==> config.mk <==
export PLATFORM = sky130hd
export DESIGN_NAME = line_fill_latency_profiler
export DESIGN_NICKNAME = d
export VERILOG_FILES = /design/src/rtl/abacus_pkg.sv /design/src/rtl/sat_accum.sv /design/src/rtl/line_fill_latency_profiler.sv
export SDC_FILE = /design/constraint.sdc
export NUM_CORES = 1
export LEC_CHECK = 0
export CORE_MARGIN = 1
export CORE_UTILIZATION = 25
export CTS_CLUSTER_DIAMETER = 150
export CTS_CLUSTER_SIZE = 12
export DETAILED_ROUTE_END_ITERATION = 16
export GPL_TIMING_DRIVEN = 0
export HOLD_SLACK_MARGIN = 0.1
export PLACE_DENSITY = 0.52
export SYNTH_ARGS = -nofsm -noshare
export SYNTH_HDL_FRONTEND = slang
export SYNTH_SLANG_ARGS = --single-unit
==> constraint.sdc <==
create_clock -name clk -period 4.65 [get_ports clk]
set_input_delay 0.465 -clock clk [delete_from_list [all_inputs] [get_ports clk]]
set_output_delay 0.465 -clock clk [all_outputs]
set_load 0.01 [all_outputs]
==> src/rtl/abacus_pkg.sv <==
// Shared definitions for the line-fill latency profiler.
// Contents:
//   state_e              - profiler FSM states (idle / measuring a fill)
//   HistThr1..HistThr3   - latency histogram bin boundaries (8, 16, 32 cycles)
package abacus_pkg;

    typedef enum logic {
        StIdle,
        StMeasure
    } state_e;

    localparam int unsigned HistThr1 = 8;
    localparam int unsigned HistThr2 = 16;
    localparam int unsigned HistThr3 = 32;

endpackage

==> src/rtl/sat_accum.sv <==
// Saturating accumulator: adds 'add' when 'inc' is high, sticks at all-ones.
// Ports:
//   clk, rst   - rising-edge clock, synchronous active-high reset
//   clear      - synchronous zero, wins over inc
//   inc        - accumulate this cycle
//   add [W]    - addend
//   value [W]  - current accumulated value
module sat_accum #(
    parameter int unsigned W = 32
) (
    input  logic         clk,
    input  logic         rst,
    input  logic         clear,
    input  logic         inc,
    input  logic [W-1:0] add,
    output logic [W-1:0] value
);

    logic [W-1:0] value_q, value_d;
    logic [W:0]   sum;

    // One extra bit catches the carry out for saturation.
    assign sum = {1'b0, value_q} + {1'b0, add};

    always_comb begin
        value_d = value_q;
        if (clear) begin
            value_d = '0;
        end else if (inc) begin
            value_d = sum[W] ? '1 : sum[W-1:0];
        end
    end

    always_ff @(posedge clk) begin
        if (rst) begin
            value_q <= '0;
        end else begin
            value_q <= value_d;
        end
    end

    assign value = value_q;

endmodule

==> src/rtl/line_fill_latency_profiler.sv <==
// Measures cache line-fill durations (cycles the fill level is sampled high)
// and keeps count, total, max, last and an optional latency histogram.
// Optional feature macro: ABACUS_LATENCY_HISTOGRAM_EN (histogram bins);
// without it hist_bin0..3 are constant zero.
// Ports:
//   clk, rst                 - rising-edge clock, synchronous active-high reset
//   enable                   - profiling enable; outputs hold while low
//   clear                    - synchronous zero of all accumulators, aborts a fill
//   line_fill_in_progress    - fill-active level from the core
//   fill_count               - committed fills
//   total_latency            - sum of committed fill lengths
//   max_latency, last_latency - longest / most recent committed fill
//   busy                     - a fill is being measured
//   hist_bin0..3             - fills <8, 8-15, 16-31, >=32 cycles
module line_fill_latency_profiler
    import abacus_pkg::*;
#(
    parameter int unsigned CNT_W = 32
) (
    input  logic             clk,
    input  logic             rst,
    input  logic             enable,
    input  logic             clear,
    input  logic             line_fill_in_progress,
    output logic [CNT_W-1:0] fill_count,
    output logic [CNT_W-1:0] total_latency,
    output logic [CNT_W-1:0] max_latency,
    output logic [CNT_W-1:0] last_latency,
    output logic             busy,
    output logic [CNT_W-1:0] hist_bin0,
    output logic [CNT_W-1:0] hist_bin1,
    output logic [CNT_W-1:0] hist_bin2,
    output logic [CNT_W-1:0] hist_bin3
);

    state_e           state_q, state_d;
    logic             fill_q;
    logic             armed_q;
    logic [CNT_W-1:0] cur_len_q, cur_len_d;
    logic [CNT_W-1:0] max_q, last_q;
    logic             start, fill_end, commit;

    // armed_q: the input has been seen low since reset, so a rising level is a
    // genuine new fill rather than one that was already running through reset.
    assign start    = armed_q & ~fill_q & line_fill_in_progress;
    assign fill_end = fill_q & ~line_fill_in_progress;

    always_comb begin
        state_d   = state_q;
        cur_len_d = cur_len_q;
        commit    = 1'b0;
        unique case (state_q)
            StIdle: begin
                if (start && enable && !clear) begin
                    state_d   = StMeasure;
                    cur_len_d = CNT_W'(1);
                end
            end
            StMeasure: begin
                if (clear || !enable) begin
                    state_d   = StIdle;
                    cur_len_d = '0;
                end else if (fill_end) begin
                    state_d   = StIdle;
                    cur_len_d = '0;
                    commit    = 1'b1;
                end else if (cur_len_q != '1) begin
                    cur_len_d = cur_len_q + CNT_W'(1);
                end
            end
        endcase
    end

    always_ff @(posedge clk) begin
        if (rst) begin
            state_q   <= StIdle;
            fill_q    <= 1'b0;
            armed_q   <= ~line_fill_in_progress;
            cur_len_q <= '0;
            max_q     <= '0;
            last_q    <= '0;
        end else begin
            state_q   <= state_d;
            fill_q    <= line_fill_in_progress;
            armed_q   <= armed_q | ~line_fill_in_progress;
            cur_len_q <= cur_len_d;
            if (clear) begin
                max_q  <= '0;
                last_q <= '0;
            end else if (commit) begin
                last_q <= cur_len_q;
                if (cur_len_q > max_q) begin
                    max_q <= cur_len_q;
                end
            end
        end
    end

    sat_accum #(.W(CNT_W)) u_fill_count (
        .clk   (clk),
        .rst   (rst),
        .clear (clear),
        .inc   (commit),
        .add   (CNT_W'(1)),
        .value (fill_count)
    );

    sat_accum #(.W(CNT_W)) u_total_latency (
        .clk   (clk),
        .rst   (rst),
        .clear (clear),
        .inc   (commit),
        .add   (cur_len_q),
        .value (total_latency)
    );

    assign max_latency  = max_q;
    assign last_latency = last_q;
    assign busy         = (state_q == StMeasure);

`ifdef ABACUS_LATENCY_HISTOGRAM_EN
    logic [3:0]       bin_hit;
    logic [CNT_W-1:0] bins [4];

    always_comb begin
        bin_hit = '0;
        if (cur_len_q < CNT_W'(HistThr1)) begin
            bin_hit[0] = 1'b1;
        end else if (cur_len_q < CNT_W'(HistThr2)) begin
            bin_hit[1] = 1'b1;
        end else if (cur_len_q < CNT_W'(HistThr3)) begin
            bin_hit[2] = 1'b1;
        end else begin
            bin_hit[3] = 1'b1;
        end
    end

    for (genvar b = 0; b < 4; b++) begin : g_bin
        sat_accum #(.W(CNT_W)) u_bin (
            .clk   (clk),
            .rst   (rst),
            .clear (clear),
            .inc   (commit & bin_hit[b]),
            .add   (CNT_W'(1)),
            .value (bins[b])
        );
    end

    assign hist_bin0 = bins[0];
    assign hist_bin1 = bins[1];
    assign hist_bin2 = bins[2];
    assign hist_bin3 = bins[3];
`else
    assign hist_bin0 = '0;
    assign hist_bin1 = '0;
    assign hist_bin2 = '0;
    assign hist_bin3 = '0;
`endif

endmodule

==> Word level (Yosys, flattened, before mapping) <==
Index checks and enable logic that the tools add are counted.
{ "op_classes": {"add_sub_neg": 3, "n_mul": 0, "n_div": 0, "magnitude_cmp": 1, "n_eq_ne": 3, "shift": 0, "n_mux": 15, "bitwise": 7, "n_reduce_logical": 8} }
{ "op_table": {"columns": ["operator", "count"], "rows": [
  ["32-bit 2-to-1 mux", 6],
  ["32-bit one-hot mux with 2 select lines", 1],
  ["32-bit by 1-bit adder with 33-bit output (second input constant)", 1],
  ["32-bit by 32-bit adder with 33-bit output", 1],
  ["32-bit by 1-bit adder with 32-bit output (second input constant)", 1],
  ["32-bit greater-than comparator", 1],
  ["32-bit inequality test (second input constant)", 1],
  ["1-bit 2-to-1 mux", 7],
  ["4-bit by 1-bit inequality test with 1-bit output (second input constant)", 1],
  ["2-bit AND reduction", 2],
  ["1-bit bitwise AND", 3],
  ["1-bit NOT", 3],
  ["1-bit logical AND", 2],
  ["1-bit logical NOT", 2],
  ["2-bit inequality test (second input constant)", 1],
  ["1-bit one-hot mux with 2 select lines", 1],
  ["2-bit OR reduction", 1],
  ["1-bit logical OR", 1],
  ["1-bit bitwise OR", 1]
]} }
{ "totals": {"reg_bits": 163, "latch_bits": 0, "mem_bits_rw": 0, "mem_bits_ro": 0, "in_bits": 5, "out_inout_bits": 257, "wordCells": 45, "memories": 0} }

==> Depth between registers and ports, before layout <==
Gate-level depths: netlist of the first run.
{ "depth": {"word_depth": 7, "depth_mapped": 11, "ltp_nobuf": 10} }

==> Cells and area by module <==
A second synthesis of the first run with hierarchy kept.
{ "unflattened": {"hier_cells": 1423, "area_unflattened_um2": 11541.1} }
{ "modules_own_cells": {"columns": ["mod", "n_inst", "cells_per_inst", "area_each_um2", "seq_area_each_um2"], "rows": [
  ["line_fill_latency_profiler", 1, 735, 5920.7, 1981.9],
  ["sat_accum", 2, 344, 2810.2, 640.6]
]} }

==> Worst setup path before layout of the first run <==
No wires, ideal clock.
{ "synth_timing": {"kind": "register to register", "startpoint": "register cur_len_q[0]", "endpoint": "register u_total_latency.value_q[10] (netlist: u_total_latency.value[10])", "setup_ns": 0.122, "t_arrival_ns": 2.621, "t_required_ns": 4.528, "path_slack_ns": 1.907, "stages_incl_launch_ff": 12, "path_buffers": 1, "period_less_slack_ns": 2.743, "cell_sequence": "dfxtp_1 ha_1 fa_1 a211oi_1 o21ai_0 nand2_1 o211ai_1 a21oi_1 a211oi_1 nor2_1 buf_2 a21oi_1"} }
{ "synth_between": {"elab_chain_cells": 2} }
{ "synth_rtl": {"columns": ["element", "line_no", "rtl"], "rows": [
  ["start: declaration", "line_fill_latency_profiler.sv:39", "logic [CNT_W-1:0] cur_len_q, cur_len_d;"],
  ["start signal: assignment", "line_fill_latency_profiler.sv:86", "cur_len_q <= cur_len_d;"],
  ["32-bit by 32-bit adder with 33-bit output", "sat_accum.sv:23", "assign sum = {1'b0, value_q} + {1'b0, add};"],
  ["32-bit 2-to-1 mux", "sat_accum.sv:30", "value_d = sum[W] ? '1 : sum[W-1:0];"],
  ["end signal: assignment", "sat_accum.sv:38", "value_q <= value_d;"],
  ["end: declaration", "sat_accum.sv:19", "logic [W-1:0] value_q, value_d;"]
]} }
No other way between the ends.
A chain may end at the register's enable or synchronous reset.

==> Worst setup path after layout of the first run <==
{ "layout_timing": {"startpoint": "register cur_len_q[0]", "endpoint": "register u_total_latency.value_q[8] (netlist: u_total_latency.value[8])"} }
Same word-level chain as after synthesis.

==> results_dict.tcl, run 1 <==
set metrics [dict create \
    status "complete, no violations" \
    postCtsSetupBuffers 0 \
    overflow 0 \
    ff2ff_path_depth 11 \
    rows 72 \
    grt_setup_unrepaired "no" \
    layout_setup_ws_ns 0.7009 \
    core_um2 38740 \
    synth_edf_count 0 \
    finalWorstPathRequiredPeriod_ns 3.949 \
    crit_path_end_kind "register" \
    leakagePower_nw 5.250 \
    die_width_um 200.2 \
    slew_headroom_pct 22.37 \
    path_clk_slew_ns 0.07 \
    synth_area_leaders "dfxtp_1 (33%), buf_4 (9.9%), ha_1 (8.4%)" \
    grt_first_pass_wirelength_mm 48.03 \
    drtAntennaViolNets 0 \
    hold_class "in2reg" \
    portBuffers 132 \
    area_growth_pct 30.97 \
    fmaxAchievable_mhz 253.2 \
    grt_pass1_vias 8378 \
    critPathRequiredTime_ns 4.96 \
    setup-tns-final_ns 0 \
    final_layout_size_suffix_gt1_share_pct 12.80 \
    r2r_start "cur_len_q[0]" \
    cts_hold_buf 0 \
    layout.cells.non_filler 2026 \
    n_antenna_cell 0 \
    syn-cell-area_um2 9824 \
    vias 8947 \
    yosysTopAreaCell "dfxtp_1" \
    root_buffer "clkbuf_16" \
    ys_seq_elements 163 \
    postSynthAreaPerCell_um2 8.066 \
    synthArstFlopShare_pct 0 \
    synth_top_area_share_pct 33.21 \
    hpwl_mm 23.99 \
    seq_area_frac_synth_pct 33.21 \
    h-tree-depth 4 \
    hp-start "rst" \
    reg2reg_to "u_total_latency.value[8]" \
    place_ws_ns 0.7874 \
    tritoncts "yes" \
    initial_core_util_pct 25.36 \
    drt-initial-drc-count 380 \
    drc_errors 0 \
    cap_violations 0 \
    holdPathEnd "cur_len_q[15]" \
    routedWlPerCell_um 15.10 \
    worst-path-max-fanout 10 \
    setup_viol 0 \
    cts_max_path_buffers 2 \
    fin_crit_sh_pct 84.93 \
    rrSetupSlack_ns 0.70 \
    first_pass_iters 4 \
    worstHoldPathCells 2 \
    fin_skew_ns 0.01169 \
    tightestPinTransition_ns 1.160 \
    die_h_um 200.2 \
    post_cts_resized 0 \
    ioPinCount 262 \
    startpoint "cur_len_q[0]" \
    worstSetupPathType "reg2reg" \
    gp_congestion 0.8190 \
    finalHoldViolCount 0 \
    ys_warn_count 0 \
    nets 1568 \
    critPathLaunchType "register" \
    via_per_inst 4.416 \
    cts_buffers 17 \
    powerDensity_nw_per_um2 235.5 \
    ir_drop_mv 0.2472 \
    cp.arrival_ns 4.26 \
    postRouteWirelength_mm 30.60 \
    synth_flop_cell "dfxtp_1" \
    gr-usage-all-layers_pct 15.16 \
    die_area_um2 40090 \
    grt_start_max_net_pins 17 \
    syn-instance-count 1218 \
    dp_cells 1995 \
    numClockSinks 163 \
    synth_cell_type_count 68 \
    antenna_found_initial 0 \
    maxSlewViolCount 0 \
    clock_latency_ns 0.44 \
]
worst max-delay path by stage:
stage | endpoint | slack [ns] | cells past startpoint
CTS | u_total_latency.value[8] | 0.75 | 11
global route | u_total_latency.value[8] | 0.44 | 11
detailed placement | u_total_latency.value[8] | 0.79 | 11
floorplan | u_total_latency.value[10] | 1.91 | 11
finish | u_total_latency.value[8] | 0.70 | 11
global placement | u_total_latency.value[10] | 0.81 | 11
cells in the mapped netlist, types with 4 or more instances:
cell / instances
buf_1: 7
clkbuf_1: 39
and3_1: 12
nor3_1: 18
ha_1: 66
or3_2: 4
nand4_1: 26
nand2_1: 103
buf_2: 4
or3_1: 5
nor2_1: 78
o221a_2: 5
nand3_1: 65
xnor2_1: 32
o21a_1: 11
nor2b_1: 5
buf_4: 130
and4_1: 6
and2_1: 4
inv_1: 47
o21ai_0: 83
or2_2: 6
o211ai_1: 4
a21oi_1: 152
nor4_1: 6
a21o_1: 29
dfxtp_1: 163
nand2b_1: 5
xor2_1: 41
a31oi_1: 6
a211oi_1: 5
per-layer routing:
layer	vias up	part of all wire, %	GRT usage, %
met5	-	0	0
met1	4119	49	20.73
li1	4574	-	-
met3	29	4.3	2.359
met2	225	45	24.36
met4	0	1.7	4.615
per-stage QoR:
step           cell area [um^2]  total power [W]  hold WS, ns  util [%]
5_1_grt                   12870         0.003132       0.2770     33.22
3_5_place_dp              12270         0.001611       0.4492     31.68
6_report                  12870         0.003031       0.2769     33.22
4_1_cts                   12870         0.003060       0.2629     33.22
3_3_place_gp              12270         0.001611       0.4445     31.68
2_1_floorplan             10300         0.001587       0.4554         -
cells by family after synthesis:
group | after synthesis | synth area share (%)
AO/OA/AOI/OAI | 327 | 19.79
XOR/XNOR | 73 | 6.508
adder cells (fa/ha/maj) | 67 | 8.609
buffers and inverters | 229 | 13.92
flip-flops | 163 | 33.21
multiplexers | 2 | 0.2038
other | 1 | 0.03817
AND/OR/NAND/NOR | 356 | 17.72
final cells by class:
cell class | instances | area, um^2
clock buffers | 21 | 470.5
multi-input cells | 953 | 5670
well taps | 518 | 648.1
fillers | 4163 | 25870
flip-flops and latches | 163 | 3263
plain buffers | 182 | 1191
clock inverters | 10 | 126.4
inverters | 47 | 176.4
repair buffers | 132 | 1321
critical path, cell delays in order, from the launching register on:
cell and delay, ns:
dfxtp_1 0.43, ha_1 0.30, fa_1 0.46, a211oi_1 0.30, o21ai_0 0.17, nand2_1 0.15, o211ai_1 0.16, a21oi_1 0.44
a211oi_1 0.21, nor2_1 0.70, buf_2 0.39, a21oi_1 0.10
power by group:
group,total (W),switching (W),leakage [nW],internal (W)
Combinational,0.000184,0.000101,3.66,0.0000826
Sequential,0.00140,0.00000314,1.31,0.00140
Clock,0.00145,0.000610,0.282,0.000836
Total,0.00303,0.000714,5.25,0.00232
state kept, by name, indices dropped and copies added, names as in the netlist:
signal,count
armed_q,1
busy,1
cur_len_q,32
fill_q,1
last_latency,32
max_latency,32
u_fill_count.value,32
u_total_latency.value,32
layout by cell type, fill, tap and decap left out, types with 29 or more instances in the layout:
cell	synthesis	final
dfxtp_1	163	163
nor2_1	78	78
a21o_1	29	29
o21ai_0	83	83
conb_1	1	128
nand3_1	65	65
nand2_1	103	103
xor2_1	41	41
clkdlybuf4s50_1	0	132
a21oi_1	152	152
xnor2_1	32	32
inv_1	47	47
ha_1	66	66
clkbuf_1	39	40
buf_4	130	130
Power figures use the tool's default switching activity.
==> inputs of run 2 (changes only) <==
==> constraint.sdc (replaced) <==
create_clock -name clk -period 4.02 [get_ports clk]
set_input_delay 0.402 -clock clk [delete_from_list [all_inputs] [get_ports clk]]
set_output_delay 0.402 -clock clk [all_outputs]
set_load 0.01 [all_outputs]
==> run 2 against run 1 <==
  * Clock skew barely moved
  * Combinational power rose by 15%
  * Fmax rose by 6.6%
  * Core utilization barely moved
  * Via count barely moved
  * First-iteration DRC count fell by 1.8%
  * Routed wire length barely moved
  * Register-to-register slack got worse by 0.39 ns
  * Critical endpoint unchanged
  * Largest power group unchanged
  * Cell count did not move
==> results_dict.tcl, run 2 (synthesis results as in run 1) <==
set metrics [dict create \
    setup_viol 0 \
    drtAntennaViolNets 0 \
    grt_pass1_vias 8378 \
    antenna_found_initial 0 \
    powerDensity_nw_per_um2 272.5 \
    p_comb_share_pct 6.1 \
    rows 72 \
    finalWorstPathRequiredPeriod_ns 3.704 \
    via_per_inst 4.418 \
    first_pass_iters 4 \
    drt-initial-drc-count 373 \
    nets 1568 \
    path_clk_slew_ns 0.07 \
    leakagePower_nw 5.249 \
    cp.arrival_ns 4.01 \
    critPathLaunchType "register" \
    postRouteWirelength_mm 30.60 \
    status "complete, no violations" \
    die_h_um 200.2 \
    cts_max_path_buffers 2 \
    tightestPinTransition_ns 1.160 \
    postCtsSetupBuffers 0 \
    crit_path_cell_trace "ha_1, fa_1, a211oi_1, o21ai_0, nand2_1, o211ai_1, a21oi_1, a211oi_1, nor2_2, buf_2, a21oi_1" \
    grt_start_max_net_pins 17 \
    cp_slowest_cell "nor2_2" \
    fin_crit_sh_pct 92.15 \
    placed_area_um2 12270 \
    routedWlPerCell_um 15.10 \
    root_buffer "clkbuf_16" \
    p_sw_share_pct 23.58 \
    p_switching_w 0.0008269 \
    finalHoldViolCount 0 \
    hpwl_mm 23.99 \
    slew_headroom_pct 22.37 \
    p_seq_share_pct 46.2 \
    tritoncts "yes" \
    fin_util_pct 33.22 \
    num-fill-cells 4162 \
    p_int_w 0.002680 \
    die_area_um2 40090 \
    gp_congestion 0.8190 \
    portBuffers 132 \
    layout_commonest_cell "dfxtp_1" \
    worstSetupPathType "reg2reg" \
    crit_path_end_kind "register" \
    ir_drop_mv 0.2861 \
    maxSlewViolCount 0 \
    ioPinCount 262 \
    grt_setup_unrepaired "no" \
    grt_first_pass_wirelength_mm 48.03 \
    cts_buffers 17 \
    mostFrequentLayoutCells "dfxtp_1 (163), a21oi_1 (152), clkdlybuf4s50_1 (132), buf_4 (130), conb_1 (128)" \
    pwr-share-clk_pct 47.7 \
    gr-usage-all-layers_pct 15.16 \
    initial_core_util_pct 25.36 \
    core_um2 38740 \
    h-tree-depth 4 \
    fmaxAchievable_mhz 269.9 \
    cap_violations 0 \
    clock_latency_ns 0.44 \
    final_layout_size_suffix_gt1_share_pct 12.86 \
    hold_class "in2reg" \
    n_antenna_cell 0 \
    final_cell_area_um2 12870 \
    setup-tns-final_ns 0 \
    area_growth_pct 31.00 \
    drc_errors 0 \
    worst-path-max-fanout 10 \
    fin_skew_ns 0.01169 \
    critPathMaxStageDelay_ns 0.47 \
    overflow 0 \
    die_width_um 200.2 \
    critPathRequiredTime_ns 4.33 \
    numClockSinks 163 \
    vias 8951 \
]
## run 2: what timing repair did
item	in CTS	in global routing
hold buffers	0	0
endpoints found under the setup margin	0	20
gates resized for setup	0	1
## run 2: final timing paths
path	startpoint	end	slack, ns	cells past startpoint
hold / removal	rst	cur_len_q[15]	0.21	2
setup reg to reg	cur_len_q[0]	u_total_latency.value[8]	0.32	11
hold reg to reg	last_latency[6]	last_latency[6]	0.45	2
setup / recovery	cur_len_q[0]	u_total_latency.value[8]	0.32	11
## run 2: power by group through the flow
| stage | logic, W | clock network, W | registers [W] |
|---|---|---|---|
| 2_1_floorplan | 0.000180 | 0 | 0.00166 |
| 3_3_place_gp | 0.000207 | 0 | 0.00166 |
| 3_5_place_dp | 0.000207 | 0 | 0.00166 |
| 4_1_cts | 0.000207 | 0.00171 | 0.00162 |
| 5_1_grt | 0.000231 | 0.00177 | 0.00162 |
| 6_report | 0.000212 | 0.00167 | 0.00162 |
## run 2: through the flow
step	setup WS [ns]	power [W]	hold slack, ns	std cells
after global placement	0.1830	0.001863	0.4445	1995
final	0.3156	0.003506	0.2121	2026
after floorplan	1.277	0.001836	0.4554	1345
after detailed placement	0.1574	0.001864	0.4492	1995
after CTS	0.1236	0.003539	0.1999	2026
after global routing	0.07584	0.003623	0.2140	2026
## run 2: final cells by class
class	count	area, um^2	share of cell area [%]
well taps	518	648.1	5.036
inverters	47	176.4	1.371
repair buffers	132	1321	10.27
plain buffers	182	1191	9.255
flip-flops and latches	163	3263	25.35
multi-input cells	953	5673	44.08
clock inverters	10	126.4	0.9819
clock buffers	21	470.5	3.655
## run 2: critical path, delay by kind of cell, from the launching register on
kind | cells | cell delay [ns]
DFF | 1 | 0.43
and+or+nand+nor | 2 | 0.62
AOI/OAI and AO/OA | 6 | 1.39
buffers and inverters | 1 | 0.36
adders and majority gates | 2 | 0.76
## run 2: metal layers
layer,GRT usage [%],vias to the layer above,wire [um]
met5,0,-,0
met4,4.615,0,510
met3,2.359,29,1344
met2,24.36,227,13840
met1,20.73,4122,14900
li1,-,4573,-
==> inputs of run 3 (changes only) <==
--- a/config.mk
+++ b/config.mk
@@ -12,7 +12,8 @@
 export DETAILED_ROUTE_END_ITERATION = 16
 export GPL_TIMING_DRIVEN = 0
 export HOLD_SLACK_MARGIN = 0.1
-export PLACE_DENSITY = 0.52
+export PLACE_DENSITY = 0.53
+export RECOVER_POWER = 25
 export SYNTH_ARGS = -nofsm -noshare
 export SYNTH_HDL_FRONTEND = slang
 export SYNTH_SLANG_ARGS = --single-unit
==> constraint.sdc (replaced) <==
create_clock -name clk -period 3.2 [get_ports clk]
set_input_delay 0.32 -clock clk [delete_from_list [all_inputs] [get_ports clk]]
set_output_delay 0.32 -clock clk [all_outputs]
set_load 0.01 [all_outputs]
==> run 3 against run 2 <==
  * Die area is the same
  * Cell count is the same
  * Combinational power grew 25%
  * Routed wire length shrank 0.20%
  * Via count grew 0.49%
  * Worst hold slack lost 0.064 ns
  * Sequential share of layout area shrank 0.10 points
  * Global-route usage shrank 0.25 points
  * Power grew 25%
  * Critical path type unchanged
  * Largest power group unchanged
==> results_dict.tcl, run 3 (synthesis results as in run 1) <==
set metrics [dict create \
    fin_crit_sh_pct 95.14 \
    powerDensity_nw_per_um2 338.6 \
    first_pass_iters 5 \
    grt_pass1_vias 8011 \
    fin_skew_ns 0.01472 \
    tritoncts "yes" \
    leakagePower_nw 5.530 \
    ioPinCount 262 \
    hold_class "in2reg" \
    mostFrequentLayoutCells "dfxtp_1 (159), a21oi_1 (151), buf_4 (133), conb_1 (128), nand2_1 (103)" \
    cts_hold_buf 0 \
    core_um2 38740 \
    cts_max_path_buffers 2 \
    fmaxAchievable_mhz 328.5 \
    grt_start_max_net_pins 17 \
    final_layout_size_suffix_gt1_share_pct 13.66 \
    hpwl_mm 23.87 \
    area_growth_pct 31.83 \
    layout_setup_ws_ns 0.1556 \
    finalHoldViolCount 0 \
    critPathLaunchType "register" \
    die_width_um 200.2 \
    status "complete, no violations" \
    die_area_um2 40090 \
    drc_errors 0 \
    critPathRequiredTime_ns 3.51 \
    n_antenna_cell 0 \
    overflow 0 \
    portBuffers 132 \
    fin_util_pct 33.43 \
    numClockSinks 163 \
    nets 1570 \
    layout_commonest_cell "dfxtp_1" \
    rows 72 \
    setup_viol 0 \
    cts_buffers 17 \
    root_buffer "clkbuf_16" \
    num-fill-cells 4129 \
    finalWorstPathRequiredPeriod_ns 3.044 \
    worst-path-max-fanout 8 \
    vias 8995 \
    initial_core_util_pct 25.36 \
    gr-usage-all-layers_pct 14.91 \
    slew_headroom_pct 18.56 \
    crit_path_end_kind "register" \
    place_ws_ns -0.6582 \
    drt-initial-drc-count 511 \
    routedWlPerCell_um 15.07 \
    grt_setup_unrepaired "no" \
    gp_congestion 0.8291 \
    antenna_found_initial 0 \
    maxSlewViolCount 0 \
    via_per_inst 4.440 \
    h-tree-depth 4 \
    postRouteWirelength_mm 30.53 \
    worstSetupPathType "reg2reg" \
    path_clk_slew_ns 0.07 \
    drtAntennaViolNets 0 \
    grt_first_pass_wirelength_mm 46.95 \
    die_h_um 200.2 \
    clock_latency_ns 0.43 \
    tightestPinTransition_ns 1.217 \
    cp.arrival_ns 3.35 \
    ir_drop_mv 0.3501 \
    cap_violations 0 \
]
==> run 3: changes by cell type in the layout (fill, tap and decap cells not counted), moves of 3 or more <==
cell	delta
dfxtp_1	-4
dfxtp_2	+3
buf_4	+3
dlygate4sd3_1	+70
clkdlybuf4s50_1	-70
==> run 3: metrics by stage <==
step / cells / hold slack, ns / instance area, um^2 / total power [W] / TNS [ns]
after floorplan: 1345 / 0.3962 / 10300 / 0.002306 / 0
after global placement: 1995 / 0.4447 / 12270 / 0.002340 / -16.94
after detailed placement: 1995 / 0.4496 / 12270 / 0.002341 / -17.52
after CTS: 2026 / 0.1317 / 12890 / 0.004427 / 0
after global routing: 2026 / 0.1383 / 12950 / 0.004533 / 0
final: 2026 / 0.1483 / 12950 / 0.004386 / 0
==> run 3: power by group <==
part           switching [W]  internal [W]
logic               0.000147      0.000120
clock network       0.000847       0.00124
registers         0.00000449       0.00203
total               0.000998       0.00339
==> run 3: what timing repair did <==
item                       CTS  global route
pin swaps                    2             2
setup endpoints to repair   58            82
gates resized for setup      8            14
setup buffers                2             0
==> run 3: final cells by class <==
class                           instances  area (um^2)  area share (%)
Buffer                                182         1195           9.226
Clock buffer                           20        446.7           3.449
Clock inverter                          9        133.9           1.034
Inverter                               47        176.4           1.362
Multi-Input combinational cell        953         5744           44.35
Sequential cell                       163         3271           25.25
Tap cell                              518        648.1           5.004
Timing Repair Buffer                  134         1336           10.32
==> run 3: final timing paths <==
path | from | end | slack [ns] | cells past startpoint
setup / recovery | cur_len_q[2] | u_total_latency.value[31] | 0.16 | 9
hold / removal | rst | cur_len_q[15] | 0.15 | 2
setup reg to reg | cur_len_q[2] | u_total_latency.value[31] | 0.16 | 9
hold reg to reg | last_latency[7] | last_latency[7] | 0.45 | 2
==> run 3: critical path, stage by stage, from the launching register on <==
cell,delay (ns)
dfxtp_2,0.45
ha_1,0.34
o21a_1,0.24
a2111oi_4,0.39
nor2_1,0.15
o311a_1,0.37
o21ai_1,0.23
a311oi_1,0.21
a2111oi_1,0.44
a21oi_1,0.11
==> run 3: routing by layer <==
| metal | global-route usage, % | share of wire, % | vias to the layer above |
|---|---|---|---|
| li1 | - | - | 4575 |
| met1 | 19.85 | 47 | 4146 |
| met2 | 24.11 | 46 | 246 |
| met3 | 3.108 | 5.7 | 28 |
| met4 | 4.368 | 1.8 | 0 |
| met5 | 0 | 0 | - |
